<file path="src/rtl/decode_ctrl_pipe_if.sv">
`default_nettype none
// ============================================================================
//  Module      : decode_ctrl_pipe_if
//  Description : Bundle of the ID-side handshake and the ID/EX control word
//                for decode_ctrl_pipe.
//                master : drives the ID instruction fields and flush and
//                         observes the handshake and EX control outputs.
//                slave  : the control unit itself.
//  Signals     : id_valid, id_opcode[OPW], id_rs/id_rt/id_rd[REGW], flush
//                (master -> slave)
//                id_ready, stall, mul_busy, ex_valid, ex_wen, ex_alusrc,
//                ex_regdst, ex_memwrite, ex_memtoreg, ex_memread, ex_branch,
//                ex_jump, ex_jr, ex_jal, ex_aluop[3], ex_wreg[REGW],
//                ex_illegal (slave -> master)
//  Revision    : 1.0  initial release
// ============================================================================
interface decode_ctrl_pipe_if #(
  parameter int OPW  = 4,
  parameter int REGW = 4
);
  // ID side
  logic            id_valid;
  logic [OPW-1:0]  id_opcode;
  logic [REGW-1:0] id_rs;
  logic [REGW-1:0] id_rt;
  logic [REGW-1:0] id_rd;
  logic            flush;
  logic            id_ready;
  logic            stall;
  logic            mul_busy;

  // EX side
  logic            ex_valid;
  logic            ex_wen;
  logic            ex_alusrc;
  logic            ex_regdst;
  logic            ex_memwrite;
  logic            ex_memtoreg;
  logic            ex_memread;
  logic            ex_branch;
  logic            ex_jump;
  logic            ex_jr;
  logic            ex_jal;
  logic [2:0]      ex_aluop;
  logic [REGW-1:0] ex_wreg;
  logic            ex_illegal;

  modport master (
    output id_valid, id_opcode, id_rs, id_rt, id_rd, flush,
    input  id_ready, stall, mul_busy,
    input  ex_valid, ex_wen, ex_alusrc, ex_regdst, ex_memwrite, ex_memtoreg,
    input  ex_memread, ex_branch, ex_jump, ex_jr, ex_jal, ex_aluop, ex_wreg,
    input  ex_illegal
  );

  modport slave (
    input  id_valid, id_opcode, id_rs, id_rt, id_rd, flush,
    output id_ready, stall, mul_busy,
    output ex_valid, ex_wen, ex_alusrc, ex_regdst, ex_memwrite, ex_memtoreg,
    output ex_memread, ex_branch, ex_jump, ex_jr, ex_jal, ex_aluop, ex_wreg,
    output ex_illegal
  );
endinterface
`default_nettype wire

</file>
<file path="src/rtl/decode_ctrl_pipe.sv">
`default_nettype none
// ============================================================================
//  Module      : decode_ctrl_pipe
//  Description : Pipelined control unit. Decodes the ID-stage opcode into a
//                control word and registers it into the ID/EX register.
//                Inserts a single bubble on a load-use hazard, holds EX for
//                MUL_CYCLES cycles on a MUL, and kills ID/EX on flush.
//  Ports       : clk    - rising-edge clock
//                rst_n  - asynchronous active-low reset
//                bus    - decode_ctrl_pipe_if.slave (ID handshake, flush,
//                         stall/mul_busy status and the registered EX word)
//  Opcodes     : ADD=0 SUB=1 AND=2 XOR=3 COM=4 MUL=5 SLL=6 SRL=7 ADDI=8
//                LW=9 SW=10 BEQ=11 J=12 JR=13 JAL=14; 15 is undefined.
//  Revision    : 1.0  initial release
// ============================================================================
module decode_ctrl_pipe #(
  parameter int OPW        = 4,
  parameter int REGW       = 4,
  parameter int MUL_CYCLES = 3
) (
  input  logic              clk,
  input  logic              rst_n,
  decode_ctrl_pipe_if.slave bus
);

  localparam int              CNTW     = $clog2(MUL_CYCLES) + 1;
  localparam logic [CNTW-1:0] MUL_LOAD = CNTW'(MUL_CYCLES - 1);

  localparam logic [OPW-1:0] OP_ADD  = OPW'(0);
  localparam logic [OPW-1:0] OP_SUB  = OPW'(1);
  localparam logic [OPW-1:0] OP_AND  = OPW'(2);
  localparam logic [OPW-1:0] OP_XOR  = OPW'(3);
  localparam logic [OPW-1:0] OP_COM  = OPW'(4);
  localparam logic [OPW-1:0] OP_MUL  = OPW'(5);
  localparam logic [OPW-1:0] OP_SLL  = OPW'(6);
  localparam logic [OPW-1:0] OP_SRL  = OPW'(7);
  localparam logic [OPW-1:0] OP_ADDI = OPW'(8);
  localparam logic [OPW-1:0] OP_LW   = OPW'(9);
  localparam logic [OPW-1:0] OP_SW   = OPW'(10);
  localparam logic [OPW-1:0] OP_BEQ  = OPW'(11);
  localparam logic [OPW-1:0] OP_J    = OPW'(12);
  localparam logic [OPW-1:0] OP_JR   = OPW'(13);
  localparam logic [OPW-1:0] OP_JAL  = OPW'(14);

  typedef struct packed {
    logic            valid;
    logic            wen;
    logic            alusrc;
    logic            regdst;
    logic            memwrite;
    logic            memtoreg;
    logic            memread;
    logic            branch;
    logic            jump;
    logic            jr;
    logic            jal;
    logic [2:0]      aluop;
    logic [REGW-1:0] wreg;
    logic            illegal;
  } ex_word_t;

  ex_word_t        dec_word;
  ex_word_t        ex_reg;
  logic [CNTW-1:0] mul_cnt;
  logic            mul_busy;
  logic            rs_used;
  logic            rt_used;
  logic            load_use;
  logic            mul_start;

  // --------------------------------------------------------------------------
  // Decode table. An undefined opcode still produces a valid EX entry, but
  // with only the illegal flag set so the later stages can trap on it.
  // --------------------------------------------------------------------------
  always_comb begin
    dec_word       = '0;
    dec_word.valid = 1'b1;
    case (bus.id_opcode)
      OP_ADD, OP_SUB, OP_AND, OP_XOR, OP_COM, OP_MUL: begin
        dec_word.wen   = 1'b1;
        dec_word.aluop = bus.id_opcode[2:0];
      end
      OP_SLL, OP_SRL: begin
        dec_word.wen    = 1'b1;
        dec_word.alusrc = 1'b1;
        dec_word.aluop  = bus.id_opcode[2:0];
      end
      OP_ADDI: begin
        dec_word.wen    = 1'b1;
        dec_word.alusrc = 1'b1;
      end
      OP_LW: begin
        dec_word.wen      = 1'b1;
        dec_word.alusrc   = 1'b1;
        dec_word.memtoreg = 1'b1;
        dec_word.memread  = 1'b1;
      end
      OP_SW: begin
        dec_word.alusrc   = 1'b1;
        dec_word.regdst   = 1'b1;
        dec_word.memwrite = 1'b1;
      end
      OP_BEQ: begin
        dec_word.branch = 1'b1;
        dec_word.regdst = 1'b1;
        dec_word.aluop  = bus.id_opcode[2:0];
      end
      OP_J: begin
        dec_word.jump  = 1'b1;
        dec_word.aluop = bus.id_opcode[2:0];
      end
      OP_JR: begin
        dec_word.jr    = 1'b1;
        dec_word.aluop = bus.id_opcode[2:0];
      end
      OP_JAL: begin
        dec_word.jal   = 1'b1;
        dec_word.aluop = bus.id_opcode[2:0];
      end
      default: begin
        dec_word.illegal = 1'b1;
      end
    endcase
    // r0 is hardwired to zero, so a write to it is suppressed entirely and
    // can never be the source of a load-use hazard.
    if (bus.id_rd == '0) begin
      dec_word.wen = 1'b0;
    end
    dec_word.wreg = dec_word.wen ? bus.id_rd : '0;
  end

  // --------------------------------------------------------------------------
  // Source-operand usage, for the hazard check only.
  // --------------------------------------------------------------------------
  always_comb begin
    rs_used = !((bus.id_opcode == OP_J) || (bus.id_opcode == OP_JAL));
    rt_used = (bus.id_opcode inside {OP_ADD, OP_SUB, OP_AND, OP_XOR, OP_COM,
                                      OP_MUL, OP_SW, OP_BEQ});
  end

  assign mul_busy = (mul_cnt != '0);

  assign load_use = ex_reg.valid && ex_reg.memread && (ex_reg.wreg != '0) &&
                    bus.id_valid &&
                    ((rs_used && (bus.id_rs == ex_reg.wreg)) ||
                     (rt_used && (bus.id_rt == ex_reg.wreg)));

  // A single-cycle MUL needs no hold, so the counter is never armed.
  if (MUL_CYCLES > 1) begin : g_mul_hold
    assign mul_start = (bus.id_opcode == OP_MUL);
  end else begin : g_no_mul_hold
    assign mul_start = 1'b0;
  end

  // Handshake, in priority order: flush, MUL hold, load-use, accept.
  assign bus.stall    = !bus.flush && !mul_busy && load_use;
  assign bus.id_ready = bus.flush || (!mul_busy && !load_use);

  // --------------------------------------------------------------------------
  // ID/EX register and MUL hold counter.
  // --------------------------------------------------------------------------
  always_ff @(posedge clk or negedge rst_n) begin
    if (!rst_n) begin
      ex_reg  <= '0;
      mul_cnt <= '0;
    end else if (bus.flush) begin
      ex_reg  <= '0;
      mul_cnt <= '0;
    end else if (mul_busy) begin
      // EX contents stay put while the multiplier is still working.
      mul_cnt <= mul_cnt - CNTW'(1);
    end else if (load_use) begin
      ex_reg <= '0;
    end else if (bus.id_valid) begin
      ex_reg  <= dec_word;
      mul_cnt <= mul_start ? MUL_LOAD : '0;
    end else begin
      ex_reg <= '0;
    end
  end

  // --------------------------------------------------------------------------
  // Outputs
  // --------------------------------------------------------------------------
  assign bus.mul_busy    = mul_busy;
  assign bus.ex_valid    = ex_reg.valid;
  assign bus.ex_wen      = ex_reg.wen;
  assign bus.ex_alusrc   = ex_reg.alusrc;
  assign bus.ex_regdst   = ex_reg.regdst;
  assign bus.ex_memwrite = ex_reg.memwrite;
  assign bus.ex_memtoreg = ex_reg.memtoreg;
  assign bus.ex_memread  = ex_reg.memread;
  assign bus.ex_branch   = ex_reg.branch;
  assign bus.ex_jump     = ex_reg.jump;
  assign bus.ex_jr       = ex_reg.jr;
  assign bus.ex_jal      = ex_reg.jal;
  assign bus.ex_aluop    = ex_reg.aluop;
  assign bus.ex_wreg     = ex_reg.wreg;
  assign bus.ex_illegal  = ex_reg.illegal;

endmodule
`default_nettype wire

</file>
<file path="src/flat_wrapper.sv">
// flat-port wrapper written by rule: the top's interface ports become plain ports
module decode_ctrl_pipe_flat 
#(
  parameter int OPW        = 4,
  parameter int REGW       = 4,
  parameter int MUL_CYCLES = 3
)
  (clk, rst_n, bus_id_valid, bus_id_opcode, bus_id_rs, bus_id_rt, bus_id_rd, bus_flush, bus_id_ready, bus_stall, bus_mul_busy, bus_ex_valid, bus_ex_wen, bus_ex_alusrc, bus_ex_regdst, bus_ex_memwrite, bus_ex_memtoreg, bus_ex_memread, bus_ex_branch, bus_ex_jump, bus_ex_jr, bus_ex_jal, bus_ex_aluop, bus_ex_wreg, bus_ex_illegal);
  decode_ctrl_pipe_if #(.OPW(OPW), .REGW(REGW)) bus_i ();
  input  logic clk;
  input  logic rst_n;
  input wire logic [$bits(bus_i.id_valid)-1:0] bus_id_valid;
  input wire logic [$bits(bus_i.id_opcode)-1:0] bus_id_opcode;
  input wire logic [$bits(bus_i.id_rs)-1:0] bus_id_rs;
  input wire logic [$bits(bus_i.id_rt)-1:0] bus_id_rt;
  input wire logic [$bits(bus_i.id_rd)-1:0] bus_id_rd;
  input wire logic [$bits(bus_i.flush)-1:0] bus_flush;
  output wire logic [$bits(bus_i.id_ready)-1:0] bus_id_ready;
  output wire logic [$bits(bus_i.stall)-1:0] bus_stall;
  output wire logic [$bits(bus_i.mul_busy)-1:0] bus_mul_busy;
  output wire logic [$bits(bus_i.ex_valid)-1:0] bus_ex_valid;
  output wire logic [$bits(bus_i.ex_wen)-1:0] bus_ex_wen;
  output wire logic [$bits(bus_i.ex_alusrc)-1:0] bus_ex_alusrc;
  output wire logic [$bits(bus_i.ex_regdst)-1:0] bus_ex_regdst;
  output wire logic [$bits(bus_i.ex_memwrite)-1:0] bus_ex_memwrite;
  output wire logic [$bits(bus_i.ex_memtoreg)-1:0] bus_ex_memtoreg;
  output wire logic [$bits(bus_i.ex_memread)-1:0] bus_ex_memread;
  output wire logic [$bits(bus_i.ex_branch)-1:0] bus_ex_branch;
  output wire logic [$bits(bus_i.ex_jump)-1:0] bus_ex_jump;
  output wire logic [$bits(bus_i.ex_jr)-1:0] bus_ex_jr;
  output wire logic [$bits(bus_i.ex_jal)-1:0] bus_ex_jal;
  output wire logic [$bits(bus_i.ex_aluop)-1:0] bus_ex_aluop;
  output wire logic [$bits(bus_i.ex_wreg)-1:0] bus_ex_wreg;
  output wire logic [$bits(bus_i.ex_illegal)-1:0] bus_ex_illegal;
  assign bus_i.id_valid = bus_id_valid;
  assign bus_i.id_opcode = bus_id_opcode;
  assign bus_i.id_rs = bus_id_rs;
  assign bus_i.id_rt = bus_id_rt;
  assign bus_i.id_rd = bus_id_rd;
  assign bus_i.flush = bus_flush;
  assign bus_id_ready = bus_i.id_ready;
  assign bus_stall = bus_i.stall;
  assign bus_mul_busy = bus_i.mul_busy;
  assign bus_ex_valid = bus_i.ex_valid;
  assign bus_ex_wen = bus_i.ex_wen;
  assign bus_ex_alusrc = bus_i.ex_alusrc;
  assign bus_ex_regdst = bus_i.ex_regdst;
  assign bus_ex_memwrite = bus_i.ex_memwrite;
  assign bus_ex_memtoreg = bus_i.ex_memtoreg;
  assign bus_ex_memread = bus_i.ex_memread;
  assign bus_ex_branch = bus_i.ex_branch;
  assign bus_ex_jump = bus_i.ex_jump;
  assign bus_ex_jr = bus_i.ex_jr;
  assign bus_ex_jal = bus_i.ex_jal;
  assign bus_ex_aluop = bus_i.ex_aluop;
  assign bus_ex_wreg = bus_i.ex_wreg;
  assign bus_ex_illegal = bus_i.ex_illegal;
  decode_ctrl_pipe #(.OPW(OPW), .REGW(REGW), .MUL_CYCLES(MUL_CYCLES)) u_core (.clk(clk), .rst_n(rst_n), .bus(bus_i));
endmodule
</file>
<file path="config.mk">
export PLATFORM = sky130hd
export DESIGN_NAME = decode_ctrl_pipe_flat
export DESIGN_NICKNAME = d
export VERILOG_FILES = /design/src/rtl/decode_ctrl_pipe_if.sv /design/src/rtl/decode_ctrl_pipe.sv /design/src/flat_wrapper.sv
export SDC_FILE = /design/constraint.sdc
export NUM_CORES = 1
export LEC_CHECK = 0
export CELL_PAD_IN_SITES_DETAIL_PLACEMENT = 2
export CELL_PAD_IN_SITES_GLOBAL_PLACEMENT = 2
export CORE_MARGIN = 4
export CORE_UTILIZATION = 26
export CTS_CLUSTER_SIZE = 8
export DETAILED_ROUTE_END_ITERATION = 8
export MAX_ROUTING_LAYER = met4
export PLACE_DENSITY = 0.75
export SLEW_MARGIN = 25
export SYNTH_ARGS = -nofsm -noshare
export SYNTH_HDL_FRONTEND = slang
export SYNTH_SLANG_ARGS = --single-unit
export TNS_END_PERCENT = 10
</file>
<file path="constraint.sdc">
create_clock -name clk -period 2.4 [get_ports clk]
set_input_delay 0.48 -clock clk [delete_from_list [all_inputs] [get_ports clk]]
set_output_delay 0.48 -clock clk [all_outputs]
set_load 0.1 [all_outputs]
</file>
; ---- Word-level counts from Yosys, hierarchy flattened
; Index checks and enable logic that the tools add are counted.
[op_classes]
n_addsub = 1
n_eq_ne = 18
n_reduce_logical = 28
n_mux = 22
[ops]
columns = op, count
row1 = 19-bit two-way mux, 4
row2 = 4-bit equality test (second input constant), 7
row3 = 4-bit by 3-bit equality test with 1-bit output (second input constant), 4
row4 = 3-bit two-way mux, 5
row5 = 15-bit OR reduction, 1
row6 = 12-bit OR reduction, 1
row7 = 1-bit two-way mux, 10
row8 = 10-bit OR reduction, 1
row9 = 1-bit logical AND, 9
row10 = 4-bit by 2-bit equality test with 1-bit output (second input constant), 2
row11 = 4-bit equality test, 2
row12 = 4-bit zero test, 2
row13 = 8-bit nonzero test, 1
row14 = 3-bit nonzero test, 2
row15 = 5-bit OR reduction, 1
row16 = 4-bit by 1-bit equality test with 1-bit output (second input constant), 1
row17 = 1-bit zero test, 4
row18 = 2-bit two-way mux, 2
row19 = 4-bit two-way mux, 1
row20 = 4-bit nonzero test, 1
row21 = 1-bit logical OR, 3
row22 = 3-bit by 2-bit != test with 1-bit output (second input constant), 1
row23 = 3-bit by 1-bit subtractor with 3-bit output (second input constant), 1
row24 = 2-bit != test (second input constant), 1
row25 = 2 further kinds, 2
[totals]
wordCells = 84
output_inout_bits = 22
regBits = 22
in_bits = 20

; ---- Depth between registers and ports, before layout
[logic_depth]
ltp_word = 9
ltp_mapped = 9
ltp_nobuf = 7

; ---- Worst setup path after synthesis
; Ideal clock, no wire load.
[synth_path]
kind = reg-to-output
from = register u_core.ex_reg, in the netlist u_core.bus.ex_wreg[1]
to = output port bus_stall
path_stages_with_launch = 5
arrival_time_ns = 3.730
path_buffers = 0
required_time_ns = 1.920
setup_slack_ns = -1.810
path_cell_list = dfrtp_1 -> nor4_1 -> nor4_1 -> a22oi_2 -> nor3_1
[synth_between]
elab_chain_cells = 5
elab_cells_between_ends = 10
classes_between = eq/ne (2) / reduce/logical (8)
[synth_rtl]
columns = item, line
row1 = "start, declared", decode_ctrl_pipe.sv:63  ; ex_word_t ex_reg;
row2 = "start signal, assigned", decode_ctrl_pipe.sv:175  ; ex_reg <= dec_word;
row3 = "4-bit equality test, or another cell as far along", decode_ctrl_pipe.sv:145  ; ((rs_used && (bus.id_rs == ex_reg.wreg)) ||
row4 = 1-bit logical AND (on tied branches), "decode_ctrl_pipe.sv:145, decode_ctrl_pipe.sv:143, decode_ctrl_pipe.sv:146"
row5 = 1-bit logical OR or 1-bit logical AND (tied branches), "decode_ctrl_pipe.sv:145, decode_ctrl_pipe.sv:143"
row6 = 1-bit logical AND *, decode_ctrl_pipe.sv:144  ; bus.id_valid &&
row7 = 1-bit logical AND *, decode_ctrl_pipe.sv:156  ; assign bus.stall = !bus.flush && !mul_busy && load_use;
row8 = "end, declared", flat_wrapper.sv:19  ; output wire logic [$bits(bus_i.stall)-1:0] bus_stall;
; Mark *: on every way between the ends. The rest lies on a longest branch, timed or not.

; ---- Worst setup path in the final report
[layout_path]
from = register u_core.ex_reg, in the netlist u_core.bus.ex_wreg[3]
to = output port bus_id_ready
[layout_between]
elab_chain_cells = 7
elab_cells_between_ends = 12
classes_between = eq/ne (2) / reduce/logical (10)
[layout_rtl]
columns = item, line
row1 = "4-bit equality test, or another cell as far along", decode_ctrl_pipe.sv:145
row2 = 1-bit logical AND (on tied branches), "decode_ctrl_pipe.sv:145, decode_ctrl_pipe.sv:143, decode_ctrl_pipe.sv:146"
row3 = 1-bit logical OR or 1-bit logical AND (tied branches), "decode_ctrl_pipe.sv:145, decode_ctrl_pipe.sv:143"
row4 = 1-bit logical AND *, decode_ctrl_pipe.sv:144
row5 = 1-bit zero test *, decode_ctrl_pipe.sv:157  ; assign bus.id_ready = bus.flush || (!mul_busy && !load_use);
row6 = 1-bit logical AND *, decode_ctrl_pipe.sv:157
row7 = 1-bit logical OR *, decode_ctrl_pipe.sv:157
row8 = "end, declared", flat_wrapper.sv:18  ; output wire logic [$bits(bus_i.id_ready)-1:0] bus_id_ready;
; Marks and branches as above.

==> results.md <==
* Status: finished clean
* Fmax at roughly 0.42 GHz
* Mux cell area share after synthesis at 0
* Met2 wire length at 2120 µm
* Synth cell types at 31
* Gpl congestion at 0.735
* DR DRC count at 0
* PD cells at 974 nW/µm²
* Global-route wire length before repair at about 6300 µm
* Number of flops mapped to enable cells by yosys at 0
* Pins over their slew limit at 0
* Synth async-reset ratio at 1.00
* Tmin final at between 2 and 2.5 ns
* Initial Util at 0.277
* Commonest non-fill, non-tap cell in the layout: buf_4
* Clk_lat worst skew at 0.26 ns
* Delay-heaviest family, CP: flip-flops
* Layout Nets at about 180
* Critical-path top delay cell: dfrtp_2
* Initial antenna violation count at 0
* Crit path DAT at 1.88 ns
* Most frequent cells in the layout: buf_4 (32), a32o_1 (15), dfrtp_1 (15), clkdlybuf4s50_1 (8)
* Routed length per instance at 19.6 µm
* Mapped Cells at 102
* CP dominant cell by count: nor4_4
* Clk slew on worst S/H paths at 0.08 ns
* Share of cells above drive strength 1 at 0.455
* I/O pin count at 42
* Worst rel slew slack at 0.500
* Max reg flops at 4
* Most used flip-flop cell after synthesis: dfrtp_1
* Startpoint types: flop
* Synth Net Count at approximately 120
* WL met1 at between 1500 and 2000 µm
* Synthesized cell area at 1140 µm²
* Post-Place Setup Slack at -0.228 ns
* Core region area at about 4100 µm²
* WS Path Type: flop to primary output
* Standard-cell rows at 23
* Post-DP HPWL at 2940 µm
* Number of global-route vias before repair at 1208
* ANT cells at 0
* Syn-to-layout area delta at 62.5%
* Post-synthesis compound-gate area fraction at 0.249
* Top layer in use: met4
* YS warnings at 0
* WL met3 at 125 µm
* CP Cell Sequence: nor4_4 -> nor4_4 -> a22oi_2 -> a21o_2 -> buf_12
* Crit end category: primary output
* Gr ovfl total at 0
* Post-route ant nets at 0
* Die footprint at 5510 µm²
* Largest net degree at the start of global routing at 22
* Max clock buf depth at 2
* Pleak at 0.856 nW
* WP data required at roughly 1.9 ns
* RSZ-0062 raised after global routing: true
* Slowest stage delay, CP at 0.49 ns
* HP Class: flop to flop
* Post-Synth Simple-Gate Area at 0.122
* Die width at 74.3 µm
* Max_cap viols at 0
* Final Cell Area at 1850 µm²
* Least-Margin Pin Slew at roughly 0.75 ns
* Clk root buf: clkbuf_8
* Synth Register Bits at 21
* Buffer and inverter count on the worst path at 1
* Avg Inst Size Synth at 11.2 µm²
* Setup Skew at around 0.0013 ns
* Final hold violations at 0
* Die height at about 74 µm
* Routed WL at 4000 µm
* Seq/Total Area, Yosys at 0.461
* Post-placement cell area at 1680 µm²
* Number of buffers created by CTS at 3
* Min setup slack post-route at 0.0371 ns
* Maximum vdd drop at 0.411 mV
* Post-Synth XOR/XNOR Area at 0.0768
* Crit-path max FO at 5
* Final setup fails at 0
* Post-synthesis adder-cell area fraction at 0.0219
* PortBufs at between 40 and 50
* Vias/cell at about 5.1
* Fin crit share at 0.985
* # hold bufs at CTS at 0
* Via count at between 1000 and 1500
* CTS tree: done
* Htree depth at 1
* Detailed Routing Iterations Pass 1 at 6
* 1st-iter DRT viols at 32
* Main combinational cell family by area after synthesis: compound AO/OA/AOI/OAI gates
* Clock Sinks at 21
* GRT Overall Usage at 0.157
==> final timing paths <==
kind / startpoint / end / slack (ns) / cells past startpoint
worst min register to register: u_core.bus.ex_aluop[1] / u_core.bus.ex_aluop[1] / 0.51 / 1
worst min-delay path: u_core.bus.ex_aluop[1] / u_core.bus.ex_aluop[1] / 0.51 / 1
worst max register to register: u_core.bus.ex_wreg[3] / u_core.bus.ex_wreg[0] / 0.31 / 7
worst max-delay path: u_core.bus.ex_wreg[3] / bus_id_ready / 0.04 / 5
min in group asynchronous: rst_n / u_core.bus.ex_valid / 0.57 / 2
max in group asynchronous: rst_n / u_core.bus.ex_memtoreg / 1.58 / 2
==> through the flow <==
stage	TNS [ns]	hold slack, ns	util	total power [mW]	cells
floorplan	-0.353	0.184	-	1.23	102
CTS	0	0.513	0.434	1.81	203
finish	0	0.508	0.451	1.81	204
global placement	-1.25	0.483	0.408	1.51	198
detailed placement	-1.41	0.487	0.409	1.54	198
global route	-0.0274	0.532	0.451	1.91	204
==> per-layer routing <==
layer  global-route usage  up-vias
met4               0.0178        0
met3               0.0203        2
met5                    -        -
met1                0.201      527
met2                0.273       25
li1                     -      483
==> synth_stat cells (2+ instances only) <==
master | n | area share
dfrtp_1 | 21 | 0.46
a32o_1 | 15 | 0.13
xor2_1 | 8 | 0.061
nor2_1 | 6 | 0.020
inv_1 | 5 | 0.016
nand2_1 | 4 | 0.013
nor2b_1 | 4 | 0.022
a21oi_1 | 3 | 0.013
a22o_1 | 3 | 0.023
clkbuf_1 | 3 | 0.0099
nor4_1 | 3 | 0.016
a211oi_1 | 2 | 0.013
a21o_2 | 2 | 0.015
buf_6 | 2 | 0.020
ha_1 | 2 | 0.022
nand3_1 | 2 | 0.0088
nor3_1 | 2 | 0.0088
xnor2_1 | 2 | 0.015
==> layout make-up <==
cell class,instances,area (µm²)
fill,432,2260
multi-input combinational,69,674
sequential,21,533
timing repair buffer,55,515
tap,50,62.6
clock buffer,3,41.3
inverter,5,22.5
clock inverter,1,5.00
==> worst register-to-register path: stages, from the launching register on <==
cell and delay (ns):
dfrtp_2 0.49, xor2_2 0.19, a2111oi_4 0.36, a22oi_2 0.14, buf_4 0.18, and3_1 0.20
buf_12 0.16, a32o_1 0.26
==> timing repair <==
item                       CTS  global route
pin swaps                    6             8
buffers inserted             1             1
setup endpoints to repair    2             2
gates resized for setup     13            12
==> cells by family (layout without fill, tap and decap cells) <==
logic type,after synthesis,after routing
AOI/OAI and AO/OA,31,31
xor gates and xnor gates,10,10
adders and majority gates,2,2
buffers and inverters,12,64
DFF,21,21
and+or+nand+nor,26,26
==> power breakdown <==
| group | leakage (nW) | internal [mW] | switching [mW] |
|---|---|---|---|
| sequential | 0.278 | 0.411 | 0.0590 |
| clock | 0.0255 | 0.116 | 0.123 |
| combinational | 0.553 | 0.351 | 0.748 |
| total | 0.856 | 0.877 | 0.930 |
Power figures use the tool's default switching activity.
